==> src/rtl/mem_stage_pkg.sv <==
// mem_stage_pkg: shared memop codes, bus widths, zero constants and MEM-stage FSM states
package mem_stage_pkg;
  localparam int RegBus = 32;
  localparam int RegAddrBus = 5;
  localparam int MemOpBus = 4;
  localparam logic [RegBus-1:0] ZeroWord = '0;
  localparam logic [RegAddrBus-1:0] NOPRegAddr = '0;
  localparam logic [MemOpBus-1:0] MEM_NOP = 4'd0;
  localparam logic [MemOpBus-1:0] MEM_LB = 4'd1;
  localparam logic [MemOpBus-1:0] MEM_LBU = 4'd2;
  localparam logic [MemOpBus-1:0] MEM_LH = 4'd3;
  localparam logic [MemOpBus-1:0] MEM_LHU = 4'd4;
  localparam logic [MemOpBus-1:0] MEM_LW = 4'd5;
  localparam logic [MemOpBus-1:0] MEM_SB = 4'd6;
  localparam logic [MemOpBus-1:0] MEM_SH = 4'd7;
  localparam logic [MemOpBus-1:0] MEM_SW = 4'd8;
  typedef enum logic [1:0] {S_IDLE, S_BUS, S_DONE, S_ERR} mem_state_t;
endpackage

==> src/rtl/mem_align.sv <==
// mem_align: combinational big-endian lane select (sel), store replication (wdata), load extension (ldata) and misalign/is_mem/is_store decode from memop, addr[1:0], sdata, rdata
module mem_align
  import mem_stage_pkg::*;
(
  input  logic [MemOpBus-1:0] memop,
  input  logic [1:0]          addr,
  input  logic [RegBus-1:0]   sdata,
  input  logic [RegBus-1:0]   rdata,
  output logic [3:0]          sel,
  output logic [RegBus-1:0]   wdata,
  output logic [RegBus-1:0]   ldata,
  output logic                misalign,
  output logic                is_mem,
  output logic                is_store
);
  logic is_byte, is_half, is_word;
  logic [7:0] b;
  logic [15:0] h;
  always_comb begin
    is_byte = memop == MEM_LB || memop == MEM_LBU || memop == MEM_SB;
    is_half = memop == MEM_LH || memop == MEM_LHU || memop == MEM_SH;
    is_word = memop == MEM_LW || memop == MEM_SW;
    is_mem = is_byte | is_half | is_word;
    is_store = memop == MEM_SB || memop == MEM_SH || memop == MEM_SW;
    misalign = (is_half & addr[0]) | (is_word & |addr);
    b = 8'(rdata >> {~addr, 3'b000});
    h = 16'(rdata >> {~addr[1], 4'b0000});
    sel = is_byte ? 4'b1000 >> addr : is_half ? (addr[1] ? 4'b0011 : 4'b1100) : is_word ? 4'b1111 : 4'b0000;
    wdata = is_byte ? {4{sdata[7:0]}} : is_half ? {2{sdata[15:0]}} : sdata;
    ldata = memop == MEM_LB  ? {{24{b[7]}}, b} :
            memop == MEM_LBU ? {24'd0, b} :
            memop == MEM_LH  ? {{16{h[15]}}, h} :
            memop == MEM_LHU ? {16'd0, h} : rdata;
  end
endmodule

==> src/rtl/mem_stage.sv <==
// mem_stage: MIPS MEM stage; EX/MEM inputs (wd_i/wreg_i/wdata_i/memop_i/maddr_i/sdata_i) to MEM/WB outputs (wd_o/wreg_o/wdata_o), stall_req/addr_err/bus_err status and a req/ack data bus (dbus_*)
module mem_stage
  import mem_stage_pkg::*;
#(
  parameter int TIMEOUT = 255,
  parameter int TO_W = 8
) (
  input  logic                  clk,
  input  logic                  rst,
  input  logic [RegAddrBus-1:0] wd_i,
  input  logic                  wreg_i,
  input  logic [RegBus-1:0]     wdata_i,
  input  logic [MemOpBus-1:0]   memop_i,
  input  logic [RegBus-1:0]     maddr_i,
  input  logic [RegBus-1:0]     sdata_i,
  output logic [RegAddrBus-1:0] wd_o,
  output logic                  wreg_o,
  output logic [RegBus-1:0]     wdata_o,
  output logic                  stall_req,
  output logic                  addr_err,
  output logic                  bus_err,
  output logic                  dbus_req,
  output logic                  dbus_we,
  output logic [RegBus-1:0]     dbus_addr,
  output logic [3:0]            dbus_sel,
  output logic [RegBus-1:0]     dbus_wdata,
  input  logic                  dbus_ack,
  input  logic [RegBus-1:0]     dbus_rdata
);
  mem_state_t state, state_nxt;
  logic [TO_W-1:0] cnt, cnt_nxt;
  logic [RegBus-1:0] rdata_q, al_wdata, al_ldata;
  logic [3:0] al_sel;
  logic misalign, is_mem, is_store, timeout;
  mem_align u_align (
    .memop(memop_i), .addr(maddr_i[1:0]), .sdata(sdata_i), .rdata(rdata_q),
    .sel(al_sel), .wdata(al_wdata), .ldata(al_ldata),
    .misalign(misalign), .is_mem(is_mem), .is_store(is_store)
  );
  assign cnt_nxt = cnt + TO_W'(1);
  assign timeout = TIMEOUT != 0 && cnt_nxt == TO_W'(TIMEOUT);
  always_ff @(posedge clk) begin
    if (rst) begin
      state <= S_IDLE;
      cnt <= '0;
      rdata_q <= ZeroWord;
    end else begin
      state <= state_nxt;
      cnt <= state == S_BUS ? cnt_nxt : '0;
      if (state == S_BUS && dbus_ack) rdata_q <= dbus_rdata;
    end
  end
  always_comb begin
    state_nxt = state;
    wd_o = NOPRegAddr;
    wreg_o = 1'b0;
    wdata_o = ZeroWord;
    stall_req = 1'b0;
    addr_err = 1'b0;
    bus_err = 1'b0;
    dbus_req = 1'b0;
    dbus_we = 1'b0;
    dbus_addr = ZeroWord;
    dbus_sel = 4'b0000;
    dbus_wdata = ZeroWord;
    if (!rst) begin
      wd_o = wd_i;
      wdata_o = wdata_i;
      case (state)
        S_IDLE: begin
          wreg_o = wreg_i & ~is_mem;
          addr_err = is_mem & misalign;
          stall_req = is_mem & ~misalign;
          state_nxt = stall_req ? S_BUS : S_IDLE;
        end
        S_BUS: begin
          stall_req = 1'b1;
          dbus_req = 1'b1;
          dbus_we = is_store;
          dbus_addr = {maddr_i[31:2], 2'b00};
          dbus_sel = al_sel;
          dbus_wdata = al_wdata;
          state_nxt = dbus_ack ? S_DONE : timeout ? S_ERR : S_BUS;
        end
        S_DONE: begin
          wreg_o = wreg_i & ~is_store;
          wdata_o = is_store ? wdata_i : al_ldata;
          state_nxt = S_IDLE;
        end
        S_ERR: begin
          bus_err = 1'b1;
          state_nxt = S_IDLE;
        end
      endcase
    end
  end
endmodule

==> config.mk <==
export PLATFORM = sky130hd
export DESIGN_NAME = mem_stage
export DESIGN_NICKNAME = d
export VERILOG_FILES = /design/src/rtl/mem_stage_pkg.sv /design/src/rtl/mem_align.sv /design/src/rtl/mem_stage.sv
export SDC_FILE = /design/constraint.sdc
export NUM_CORES = 1
export LEC_CHECK = 0
export CORE_MARGIN = 4
export CORE_UTILIZATION = 30
export CTS_CLUSTER_DIAMETER = 30
export DETAILED_ROUTE_END_ITERATION = 16
export PLACE_DENSITY = 0.69
export SYNTH_ARGS = -nofsm -noshare
export SYNTH_HDL_FRONTEND = slang
export SYNTH_HIERARCHICAL = 1
export SYNTH_SLANG_ARGS = --single-unit
export TNS_END_PERCENT = 50
==> constraint.sdc <==
create_clock -name clk -period 3.23 [get_ports clk]
set_input_delay 0.646 -clock clk [delete_from_list [all_inputs] [get_ports clk]]
set_output_delay 0.646 -clock clk [all_outputs]
set_load 0.005 [all_outputs]
==> After elaboration in Yosys (flattened, before gate mapping) <==
Cells that the tools add are included.
Widths: inputs -> output; s select.
{ "word_totals": {"ff_bits": 42, "latch_bits": 0, "mem_bits_rw": 0, "romBits": 0, "input_bits": 141, "output_inout_bits": 111, "wordCells": 82, "n_memories": 0} }
{ "op_classes": {"add_sub_neg": 1, "n_mul": 0, "div": 0, "order_cmp": 0, "eq_ne": 12, "shift": 3, "n_mux": 36, "n_bitwise": 15, "reduce_logical": 12} }
{ "op_table": {"columns": ["cell", "n"], "rows": [
  ["$mux 32", 13],
  ["$shr 32x5->16", 1],
  ["$shr 32x5->8", 1],
  ["$mux 4", 6],
  ["$eq 4x3->1 const B", 4],
  ["$mux 1", 11],
  ["$add 8x1->8 const B", 1],
  ["$eq 4x2->1 const B", 2],
  ["$eq 8x8->1 const B", 1],
  ["$logic_or 1x1->1", 7],
  ["$and 1x1->1", 6],
  ["$pmux 2 s3", 1],
  ["$reduce_or 2->1", 3],
  ["$mux 5", 1],
  ["$not 1->1", 5],
  ["$eq 2x2->1 const B", 2],
  ["$eq 4x1->1 const B", 1],
  ["$eq 4x4->1 const B", 1],
  ["$mux 2", 2],
  ["$pmux 1 s2", 2],
  ["$shr 4x2->4 const A", 1],
  ["$or 1x1->1", 3],
  ["$eq 2x1->1 const B", 1],
  ["$logic_not 2->1", 1],
  ["2 further kinds", 2]
]} }

==> Longest topological paths before layout <==
Gate-level depths: netlist of the first run.
{ "logic_depth": {"word_depth": 9, "ltp_mapped": 10, "depth_no_buf": 7} }

==> Hierarchy <==
Netlist of the first run, hierarchy kept.
{ "modules_own_cells": {"columns": ["mod", "instances", "cells_each", "area_per_inst_um2", "seq_area_each_um2"], "rows": [
  ["mem_stage", 1, 406, 2598.7, 840.8],
  ["mem_align", 1, 185, 1511.4, 0.0]
]} }

==> Worst setup path after synthesis of the first run <==
No wires, ideal clock.
{ "synth_timing": {"kind": "input to output", "startpoint": "input port memop_i[3]", "endpoint": "output port wdata_o[10]", "arrival_ps": 2143, "required_ps": 2584, "slack_ps": 441, "cell_stages": 10, "path_buffers": 4, "cell_sequence": "buf_4 buf_1 nand3b_1 o21ai_0 nand2b_1 or2_1 clkbuf_1 buf_2 nand2_1 a21oi_1"} }
{ "synth_via": {"word_cells_on_any_way": 16, "cone_classes": "7 x eq/ne; 7 x mux; 2 x reduce/logical"} }
{ "synth_lines": {"columns": ["item", "line_no", "source"], "rows": [
  ["from (decl)", "mem_stage.sv:13", "input logic [MemOpBus-1:0] memop_i,"],
  ["$eq 4x3->1", "mem_align.sv:24", "is_store = memop == MEM_SB || memop == MEM_SH || memop == MEM_SW;"],
  ["$logic_or 1x1->1", "mem_align.sv:24", null],
  ["$logic_or 1x1->1 *", "mem_align.sv:24", null],
  ["net is_store", "mem_stage.sv:34", "logic misalign, is_mem, is_store, timeout;"],
  ["$mux 32 *", "mem_stage.sv:87", "wdata_o = is_store ? wdata_i : al_ldata;"],
  ["$mux 32 *", "mem_stage.sv:69", "case (state)"],
  ["$mux 32 *", "mem_stage.sv:66", "if (!rst) begin"],
  ["to (decl)", "mem_stage.sv:18", "output logic [RegBus-1:0] wdata_o,"]
]} }
Mark *: on every way through the listed nets, which the timed path passes. The rest lies on a longest branch.

==> Worst setup path in the final report of the first run <==
{ "layout_timing": {"startpoint": "input port memop_i[0]", "endpoint": "output port dbus_wdata[29]"} }
{ "layout_via": {"elab_chain_cells": 7, "word_cells_on_any_way": 14, "cone_classes": "6 x eq/ne; 4 x mux; 4 x reduce/logical"} }
{ "layout_lines": {"columns": ["item", "line_no", "source"], "rows": [
  ["$eq 4x2->1 or $eq 4x3->1 (tied branches)", "mem_align.sv:21", "is_half = memop == MEM_LH || memop == MEM_LHU || memop == MEM_SH;"],
  ["$logic_or 1x1->1 (2 in a row)", "mem_align.sv:21", null],
  ["$mux 32", "mem_align.sv:29", "wdata = is_byte ? {4{sdata[7:0]}} : is_half ? {2{sdata[15:0]}} : sdata;"],
  ["$mux 32 *", "mem_align.sv:29", null],
  ["net al_wdata[29]", "mem_stage.sv:32", "logic [RegBus-1:0] rdata_q, al_wdata, al_ldata;"],
  ["$mux 32 *", "mem_stage.sv:69", null],
  ["$mux 32 *", "mem_stage.sv:66", null],
  ["to (decl)", "mem_stage.sv:26", "output logic [RegBus-1:0] dbus_wdata,"]
]} }
Marked as above.

==> flow_summary_export.csv, run 1 <==
group,metric,value,unit
status,outcome,"completed",
detailed_routing,drt_iter0_drc,371,
sta,drv_slew,0,
flow_run,maxCapViolations,0,
power,peakVddDrop,0.184,mV
placed_design,gp_congestion,0.881,
grt,antenna_found_initial,0,
logic_synthesis,postSynthCellCount,591,
cts,clk_pin_slew,0.06,ns
placed_design,portBuffers,249,
die,die_area,15600,um2
setup_path,critPathMaxFanout,7,
sta,rsz0062_at_grt,"yes",
hold_path,holdCritPathClass,"flip-flop to flip-flop",
cts,cts_root_buffer,"clkbuf_16",
grt,grt_pass1_wl,24800,um
detailed_routing,drc,0,
detailed_routing,vias,4927,
logic_synthesis,synthesis.area_per_instance,6.95,um2
grt,grt_use_total,18.9,%
sta,setup_viol,0,
sta,max_slew_margin,60.5,%
logic_synthesis,ys_types,51,
sta,period_needed,3.19,ns
layout,nets,989,
placed_design,dp_hpwl,12300,um
sta,final_hold_viol_count,0,
cts,cts_buffers,5,
sta,period_share,98.9,%
layout,drive_gt1_share,17.6,%
layout,syn2layout_area_growth,76.7,%
logic_synthesis,synth-seq-cells,42,
grt,grt_pass1_vias,4560,
power,p_per_area,235,nW/um2
setup_path,cp_data_arrival_time,2.55,ns
setup_path,critPathRequiredTime,2.58,ns
die,rows,42,
detailed_routing,drt_wl_total,16100,um
sta,max_freq,313,MHz
cts,holdBufCountCts,0,
layout,diodes,0,
layout,final_common_cell,"clkdlybuf4s50_1",
cts,cts_sinks,42,
logic_synthesis,seq_area_frac_synth,20.5,%
detailed_routing,post_drt_wl_per_cell,15.7,um
die,ios,252,
cts,htree_levels,2,
setup_path,crit_type,"primary input to primary output",
cts,clk_path_buf_depth,2,
detailed_routing,dr.pass1.iters,5,
setup_path,crit_path_end_kind,"primary output",
grt,grt_overflow_total,0,
detailed_routing,drt.antenna.violating_nets,0,
power,total_leakage_power,3.31,nW
sta,setup_tns,0,ns
setup_path,critical_path.startpoint_type,"primary input",
logic_synthesis,synth_area,4110,um2
die,die_h,125,um
die,die_w,125,um
logic_synthesis,yosysWarnings,6,
cts,cts_tree,"yes",
setup_path,r2r_slack,1.66,ns
layout,mostFrequentLayoutCells,"189 x clkdlybuf4s50_1, 140 x nand2_1, 84 x a21oi_1, 69 x and3_1, 44 x buf_4",
cts,clk_latency,0.28,ns
sta,worst_pin_slew,0.592,ns
die,initial_core_util,30.8,%
detailed_routing,viasPerCell,4.82,
sta,finalClockSkew,0.00626,ns
power,post-layout-total-power,1.71,mW
grt,grt_max_degree,74,
die,core-area,13300,um2
==> stage by stage <==
step	setup slack, ns	cell area, um2	hold WS [ns]	instances	utilization, %
5_1_grt	-0.0499	7260	0.505	1023	54.4
3_5_place_dp	-0.483	6920	0.463	997	51.8
4_1_cts	-0.118	7190	0.477	1015	53.9
2_1_floorplan	0.441	4110	0.437	592	-
6_report	0.0364	7260	0.475	1023	54.4
3_3_place_gp	-0.440	6920	0.456	997	51.8
==> cells by family (layout without fill, tap and decap cells) <==
kind of cell	count (synthesis)	count (layout)	synth area share (%)
mux	58	58	17.6
xor+xnor	9	9	1.92
fa+ha+maj	2	2	0.609
other cells	1	2	0.0912
compound gates	138	138	18.3
buf+inv	75	330	9.47
simple gates	266	266	31.6
flops	42	42	20.5
==> critical path: stages <==
cell	delay [ns]
clkdlybuf4s15_2	0.27
nor4b_4	0.30
o21bai_4	0.23
buf_6	0.14
mux2_4	0.28
mux2_2	0.25
and3_1	0.15
dlygate4sd2_1	0.26
==> power breakdown <==
group          switching, mW  internal [mW]  total [mW]
Clock                  0.208          0.290       0.498
Combinational          0.253          0.394       0.647
Sequential            0.0266          0.537       0.564
==> sequential cells by signal, indices dropped and copies added, names as in the netlist <==
signal   count
state        2
rdata_q     32
cnt          8
==> worst paths after layout <==
check / start / endpoint / depth (start not counted)
worst max-delay path: memop_i[0] / dbus_wdata[29] / 8
worst min-delay path: cnt[0] / cnt[0] / 1
worst max register to register: state[0] / rdata_q[26] / 4
worst min register to register: cnt[0] / cnt[0] / 1
==> cell usage after synthesis (all sizes together) <==
| cell type | instances | area [um2] |
|---|---|---|
| nand2b | 4 | 25.0 |
| a21oi | 88 | 452 |
| and3b | 1 | 8.76 |
| mux2 | 33 | 372 |
| and2b | 1 | 7.51 |
| or3 | 1 | 6.26 |
| and3 | 69 | 432 |
| a211oi | 1 | 7.51 |
| nand4 | 1 | 6.26 |
| nand2 | 142 | 538 |
| a311oi | 1 | 8.76 |
| or2 | 2 | 12.5 |
| nand4b | 1 | 8.76 |
| o2bb2ai | 1 | 8.76 |
| a31oi | 1 | 12.5 |
| nor3 | 6 | 30.0 |
| nor3b | 3 | 27.5 |
| inv | 9 | 33.8 |
| nand3 | 6 | 30.0 |
| and2 | 1 | 6.26 |
| nor2b | 5 | 31.3 |
| buf | 35 | 236 |
| mux2i | 17 | 170 |
| xor2 | 2 | 17.5 |
| o32ai | 1 | 8.76 |
| clkbuf | 31 | 119 |
| conb | 1 | 3.75 |
| ha | 2 | 25.0 |
| o21ai | 43 | 226 |
| mux4 | 8 | 180 |
| o21bai | 1 | 18.8 |
| dfxtp | 42 | 841 |
| nor2 | 19 | 71.3 |
| nand3b | 1 | 7.51 |
| xnor2 | 7 | 61.3 |
| nor4 | 2 | 27.5 |
| nor4b | 1 | 23.8 |
| a21o | 1 | 7.51 |
==> repair_timing <==
item,CTS,global route
setup endpoints to repair,63,25
cloned,3,0
gates resized for setup,88,38
pin swaps,1,5
setup buffers,7,8
==> metal layers <==
layer  track usage [%]  vias up  part of all wire [%]
met5                 0        -                     0
li1                  -     2536                     -
met1              27.3     2214                    45
met4              2.17        0                  0.88
met3              4.56       11                   7.8
met2              29.6      166                    46
==> cell type report <==
| type | count | area [um2] |
|---|---|---|
| multi-input combinational | 475 | 2960 |
| timing repair buffer | 313 | 3060 |
| clock buffer | 5 | 125 |
| clock inverter | 3 | 25.0 |
| inverter | 9 | 33.8 |
| sequential | 42 | 842 |
| tap | 176 | 220 |
| fill | 1288 | 6080 |
(Power assumes the default switching activity.)
==> inputs of run 2 (changes only) <==
- PLACE_DENSITY: 0.69 -> not set
- PLACE_DENSITY_LB_ADDON: not set -> 0.1
==> run 2 against run 1 <==
Effect of this change:
- final cell count increased by 0.39%
- utilization increased by 2.0 points
- worst hold slack got worse by 0.0021 ns
- die area unchanged
- non-clock buffer count increased by 4
- sequential power increased by 1%
- power increased by 5.6%
- sequential cell count unchanged
- wire length increased by 5.6%
- worst setup slack improved by 0.0096 ns
- critical path depth increased by 2
- count of clock-buffer cells in the layout unchanged
==> flow_summary_export.csv, run 2 (same netlist as run 1, synthesis figures left out) <==
group,metric,value,unit
status,outcome,"completed",
detailed_routing,dr.pass1.iters,4,
power,p_per_area,240,nW/um2
placed_design,gp_congestion,0.865,
sta,finalClockSkew,0.00330,ns
die,ios,252,
layout,largest_reg_flops,32,
cts,htree_levels,2,
power,total_leakage_power,3.49,nW
setup_path,cp_data_arrival_time,2.54,ns
layout,syn2layout_area_growth,83.2,%
detailed_routing,drc,0,
placed_design,dp_hpwl,12800,um
placed_design,pre_cts_slack,-0.484,ns
sta,max_freq,314,MHz
cts,cts_sinks,42,
setup_path,rr_startpoint,"state[0]",
die,die_h,125,um
grt,grt_pass1_vias,5109,
layout,mostFrequentLayoutCells,"188 x clkdlybuf4s50_1, 140 x nand2_1, 81 x a21oi_1, 68 x and3_1, 42 x buf_4",
layout,top_register,"rdata_q",
power,peakVddDrop,0.251,mV
die,initial_core_util,30.8,%
layout,drive_gt1_share,18.9,%
die,rows,42,
sta,setup_slack,0.0460,ns
setup_path,critPathMaxFanout,7,
setup_path,r2r_cells,5,
grt,grt_overflow_total,0,
grt,antenna_found_initial,0,
sta,hold_slack,0.473,ns
cts,cts_root_buffer,"clkbuf_16",
setup_path,r2r_slack,1.07,ns
die,core-area,13300,um2
cts,holdBufCountCts,0,
setup_path,critPathRequiredTime,2.58,ns
sta,max_slew_margin,56.6,%
detailed_routing,drt_iter0_drc,289,
layout,nets,993,
cts,clk_path_buf_depth,2,
layout,fillers,1268,
setup_path,critPathLaunch,"memop_i[2]",
cts,cts_buffers,5,
cts,clk_latency,0.28,ns
sta,period_share,98.6,%
layout,final_common_cell,"clkdlybuf4s50_1",
sta,drv_slew,0,
hold_path,holdCritPathClass,"flip-flop to flip-flop",
detailed_routing,drt_wl_total,17000,um
sta,period_needed,3.18,ns
detailed_routing,drt.antenna.violating_nets,0,
sta,worst_pin_slew,0.651,ns
grt,grt_pass1_wl,26500,um
cts,clk_pin_slew,0.06,ns
grt,grt_max_degree,74,
detailed_routing,vias,5148,
setup_path,crit_path_end_kind,"primary output",
flow_run,maxCapViolations,0,
setup_path,crit_type,"primary input to primary output",
layout,reg.largest.list,"rdata_q: 32 flops, cnt: 8 flops, state: 2 flops",
setup_path,critical_path.startpoint_type,"primary input",
sta,final_hold_viol_count,0,
placed_design,portBuffers,249,
sta,rsz0062_at_grt,"yes",
grt,grt_use_total,20.3,%
die,die_area,15600,um2
setup_path,timing.rr.end,"rdata_q[19]",
sta,setup_viol,0,
die,die_w,125,um
cts,cts_tree,"yes",
detailed_routing,viasPerCell,5.01,
detailed_routing,post_drt_wl_per_cell,16.5,um
layout,diodes,0,
setup_path,crit_path_end,"dbus_wdata[20]",
run 2: cell types whose count changed in the layout (fill, tap and decap cells not counted), moves of 3 or more:
| cell | before | now |
|---|---|---|
| mux2_2 | 28 | 24 |
| a21oi_2 | 3 | 6 |
| dlymetal6s2s_1 | 7 | 11 |
| mux2_4 | 4 | 8 |
| clkbuf_2 | 9 | 4 |
| a21oi_1 | 84 | 81 |
| buf_12 | 8 | 13 |
run 2: layout make-up:
cell class	instances	area (um2)	share of cell area, %
clock buffers	5	125	1.66
clock inverters	3	43.8	0.582
inverters	9	33.8	0.449
multi-input cells	475	3030	40.3
flip-flops and latches	42	842	11.2
well taps	176	220	2.93
repair buffers	317	3230	42.9
run 2: power by group:
| part | switching (mW) | total (mW) | internal, mW |
|---|---|---|---|
| Sequential | 0.0342 | 0.571 | 0.537 |
| Combinational | 0.256 | 0.670 | 0.414 |
| Clock | 0.197 | 0.562 | 0.365 |
run 2: stage by stage:
| step | setup TNS [ns] | util, % | area, um2 | cells | total power, mW |
|---|---|---|---|---|---|
| 2_1_floorplan | 0 | - | 4110 | 592 | 0.839 |
| 3_3_place_gp | -20.94 | 52.0 | 6940 | 993 | 1.21 |
| 3_5_place_dp | -24.13 | 52.0 | 6940 | 993 | 1.22 |
| 4_1_cts | -0.0320 | 55.9 | 7460 | 1025 | 1.81 |
| 5_1_grt | -0.0391 | 56.4 | 7530 | 1027 | 1.90 |
| 6_report | 0 | 56.4 | 7530 | 1027 | 1.80 |
run 2: worst min-delay path by stage:
stage	from	endpoint	slack, ns	cells past startpoint
finish	cnt[0]	cnt[0]	0.47	1
global route	cnt[0]	cnt[0]	0.51	1
CTS	cnt[0]	cnt[0]	0.48	1
detailed placement	cnt[0]	cnt[0]	0.47	1
global placement	cnt[0]	cnt[0]	0.46	1
floorplan	cnt[0]	cnt[0]	0.44	1
run 2: layer usage:
layer	share of wire [%]	vias up	GRT usage [%]
met3	7.8	22	5.54
met2	49	202	35.6
li1	-	2547	-
met4	1.8	0	3.95
met5	0	-	0
met1	41	2377	25.2
run 2: timing repair:
action,4_1_cts,5_1_grt
setup endpoints to repair,63,33
buffers inserted,19,2
gates cloned,5,0
pin swaps,9,9
gates resized for setup,104,42
hold endpoints to repair,0,0
run 2: worst max-delay path: stages:
cell and delay, ns:
buf_2 0.12, buf_6 0.13, buf_6 0.13, buf_4 0.13
xnor2_2 0.15, a21o_1 0.18, buf_6 0.12, mux2_2 0.32
and3_1 0.16, clkdlybuf4s50_1 0.44
==> inputs of run 3 (changes only) <==
- SYNTH_HIERARCHICAL: 1 -> not set
- clock period: 3.23 -> 3.51 ns (I/O delays scaled with it)
==> run 3 against run 2 <==
Effect of this change:
- global-route usage is 3.0 points higher
- synthesized cell count fell by 10%
- non-clock buffer count decreased by 18
- final area shrank 11%
- worst hold slack lost 0.012 ns
- critical endpoint is now wdata_o[8]
- largest cell class unchanged
- largest power group unchanged
==> flow_summary_export.csv, run 3 <==
group,metric,value,unit
detailed_routing,vias,4905,
sta,rsz0062_at_grt,"yes",
grt,grt_max_degree,41,
flow_run,maxCapViolations,0,
logic_synthesis,async_flop_share,0,%
logic_synthesis,synth-edff-count,0,
cts,clk_latency,0.29,ns
logic_synthesis,ys_types,57,
grt,grt_overflow_total,0,
sta,drv_slew,0,
detailed_routing,drt.antenna.violating_nets,0,
sta,worst_pin_slew,0.639,ns
layout,final_cell_area,6730,um2
logic_synthesis,yosys-top-cells-count,"118 x nand2_1, 59 x nor2_1, 55 x a21oi_1",
cts,clk_path_buf_depth,2,
logic_synthesis,synth_flop_cell,"dfxtp_1",
setup_path,critPathRequiredTime,2.81,ns
logic_synthesis,seq_area_frac_synth,23.4,%
logic_synthesis,synth.most_common_cell,"nand2_1",
sta,period_share,99.3,%
logic_synthesis,synth_area,3590,um2
cts,cts_sinks,42,
setup_path,cp_data_arrival_time,2.78,ns
sta,setup_tns,0,ns
die,core-area,11600,um2
die,die_w,117,um
sta,final_hold_viol_count,0,
setup_path,crit_path_end_kind,"primary output",
layout,diodes,0,
setup_path,critPathMaxFanout,23,
placed_design,post_dp_cell_area,6440,um2
cts,clk_pin_slew,0.06,ns
grt,grt_use_total,23.4,%
die,die_area,13800,um2
layout,syn2layout_area_growth,87.8,%
status,outcome,"completed",
sta,hold_slack,0.461,ns
detailed_routing,dr.pass1.iters,5,
detailed_routing,viasPerCell,5.26,
die,rows,39,
setup_path,slowest_stage,"or4b_4",
power,peakVddDrop,0.171,mV
cts,cts_buffers,5,
logic_synthesis,yosysTopAreaCellShare,23.4,%
placed_design,portBuffers,249,
grt,grt_pass1_vias,4970,
layout,mostFrequentLayoutCells,"209 x clkdlybuf4s50_1, 118 x nand2_1, 57 x nor2_1, 55 x a21oi_1",
power,total_leakage_power,3.05,nW
placed_design,pre_cts_slack,-0.413,ns
placed_design,gp_congestion,0.905,
detailed_routing,drt_iter0_drc,336,
grt,antenna_found_initial,1,
power,p_per_area,237,nW/um2
layout,largest_reg_flops,32,
die,initial_core_util,31.0,%
logic_synthesis,synth_area_leaders,"dfxtp_1 23%, nand2_1 12%, a21oi_1 7.7%, and3_1 6.8%, nor2_1 6.2%",
detailed_routing,post_drt_wl_per_cell,18.0,um
grt,grt_busiest_layer,"met2",
grt,grt_pass1_wl,26400,um
layout,nets,931,
cts,cts_root_buffer,"clkbuf_16",
logic_synthesis,yosysTopAreaCell,"dfxtp_1",
detailed_routing,drc,0,
sta,finalClockSkew,0.00603,ns
logic_synthesis,synth-seq-cells,42,
sta,setup_slack,0.0250,ns
logic_synthesis,synthesis.area_per_instance,6.75,um2
layout,fillers,1091,
placed_design,dp_hpwl,13300,um
cts,holdBufCountCts,0,
hold_path,holdCritPathClass,"flip-flop to flip-flop",
cts,htree_levels,2,
die,ios,252,
setup_path,r2r_cells,6,
sta,period_needed,3.48,ns
setup_path,crit_type,"primary input to primary output",
sta,max_freq,287,MHz
layout,drive_gt1_share,10.9,%
detailed_routing,drt_wl_total,16800,um
setup_path,cp_slowest_stage_delay,0.56,ns
setup_path,critical_path.startpoint_type,"primary input",
logic_synthesis,yosysWarnings,0,
layout,reg.largest.list,"rdata_q: 32 flops, cnt: 8 flops, state: 2 flops",
setup_path,path_cells,"dlygate4sd2_1 -> or4b_4 -> and4b_2 -> nor2_4 -> buf_12 -> a22o_1 -> clkdlybuf4s50_1",
layout,final_common_cell,"clkdlybuf4s50_1",
sta,setup_viol,0,
sta,max_slew_margin,57.4,%
grt,met3_usage,6.69,%
layout,utilization,58.2,%
cts,cts_tree,"yes",
grt,grt.met1_usage,29.1,%
layout,top_register,"rdata_q",
hold_path,holdPathStages,1,
die,die_h,117,um
logic_synthesis,postSynthCellCount,531,
grt,gr-usage-met2,39.7,%
[run 3: metrics by stage]
step,total power [mW],instances
2_1_floorplan,0.757,532
3_3_place_gp,1.13,918
3_5_place_dp,1.13,918
4_1_cts,1.61,931
5_1_grt,1.68,932
6_report,1.60,932
[run 3: worst max-delay path, delay by kind of cell]
kind / cells / cell delay, ns
buffers and inverters: 3 / 0.96
and+or+nand+nor: 3 / 0.96
AOI/OAI and AO/OA: 1 / 0.16
[run 3: final timing paths]
check | slack (ns) | start | end
max reg2reg | 1.82 | state[0] | rdata_q[15]
max | 0.03 | memop_i[1] | wdata_o[8]
min | 0.46 | cnt[0] | cnt[0]
min reg2reg | 0.46 | cnt[0] | cnt[0]
[run 3: where the power goes]
| group | switching, mW | internal [mW] |
|---|---|---|
| clock network | 0.208 | 0.266 |
| registers | 0.0252 | 0.496 |
| logic | 0.244 | 0.358 |
[run 3: cell type report]
cell class	instances	area [um2]	area share, %
Multi-Input combinational cell	436	2540	37.8
Clock inverter	3	23.8	0.353
Inverter	4	15.0	0.223
Timing Repair Buffer	299	3010	44.6
Sequential cell	42	841	12.5
Clock buffer	5	125	1.86
Tap cell	143	179	2.66
[run 3: repair_timing]
item / 4_1_cts / 5_1_grt
buffers inserted: 4 / 1
cloned: 1 / 0
pin swaps: 8 / 4
endpoints found under the setup margin: 63 / 34
gates resized for setup: 24 / 27
[run 3: per-layer routing]
metal	wire length, um	share of wire [%]	vias to the layer above
met5	13	0.077	-
met4	289	1.7	2
met3	1310	7.8	24
met2	8030	48	214
met1	7170	43	2292
li1	-	-	2373
[run 3: cells by family (layout without fill, tap and decap cells)]
logic type / count (synthesis) / after routing / synth area share [%]
other: 1 / 2 / 0.105
muxes: 25 / 25 / 9.77
adders and majority gates: 2 / 2 / 0.698
xor gates and xnor gates: 7 / 7 / 1.71
DFF: 42 / 42 / 23.4
and+or+nand+nor: 283 / 284 / 37.7
buffers and inverters: 55 / 311 / 6.91
AOI/OAI and AO/OA: 116 / 116 / 19.7
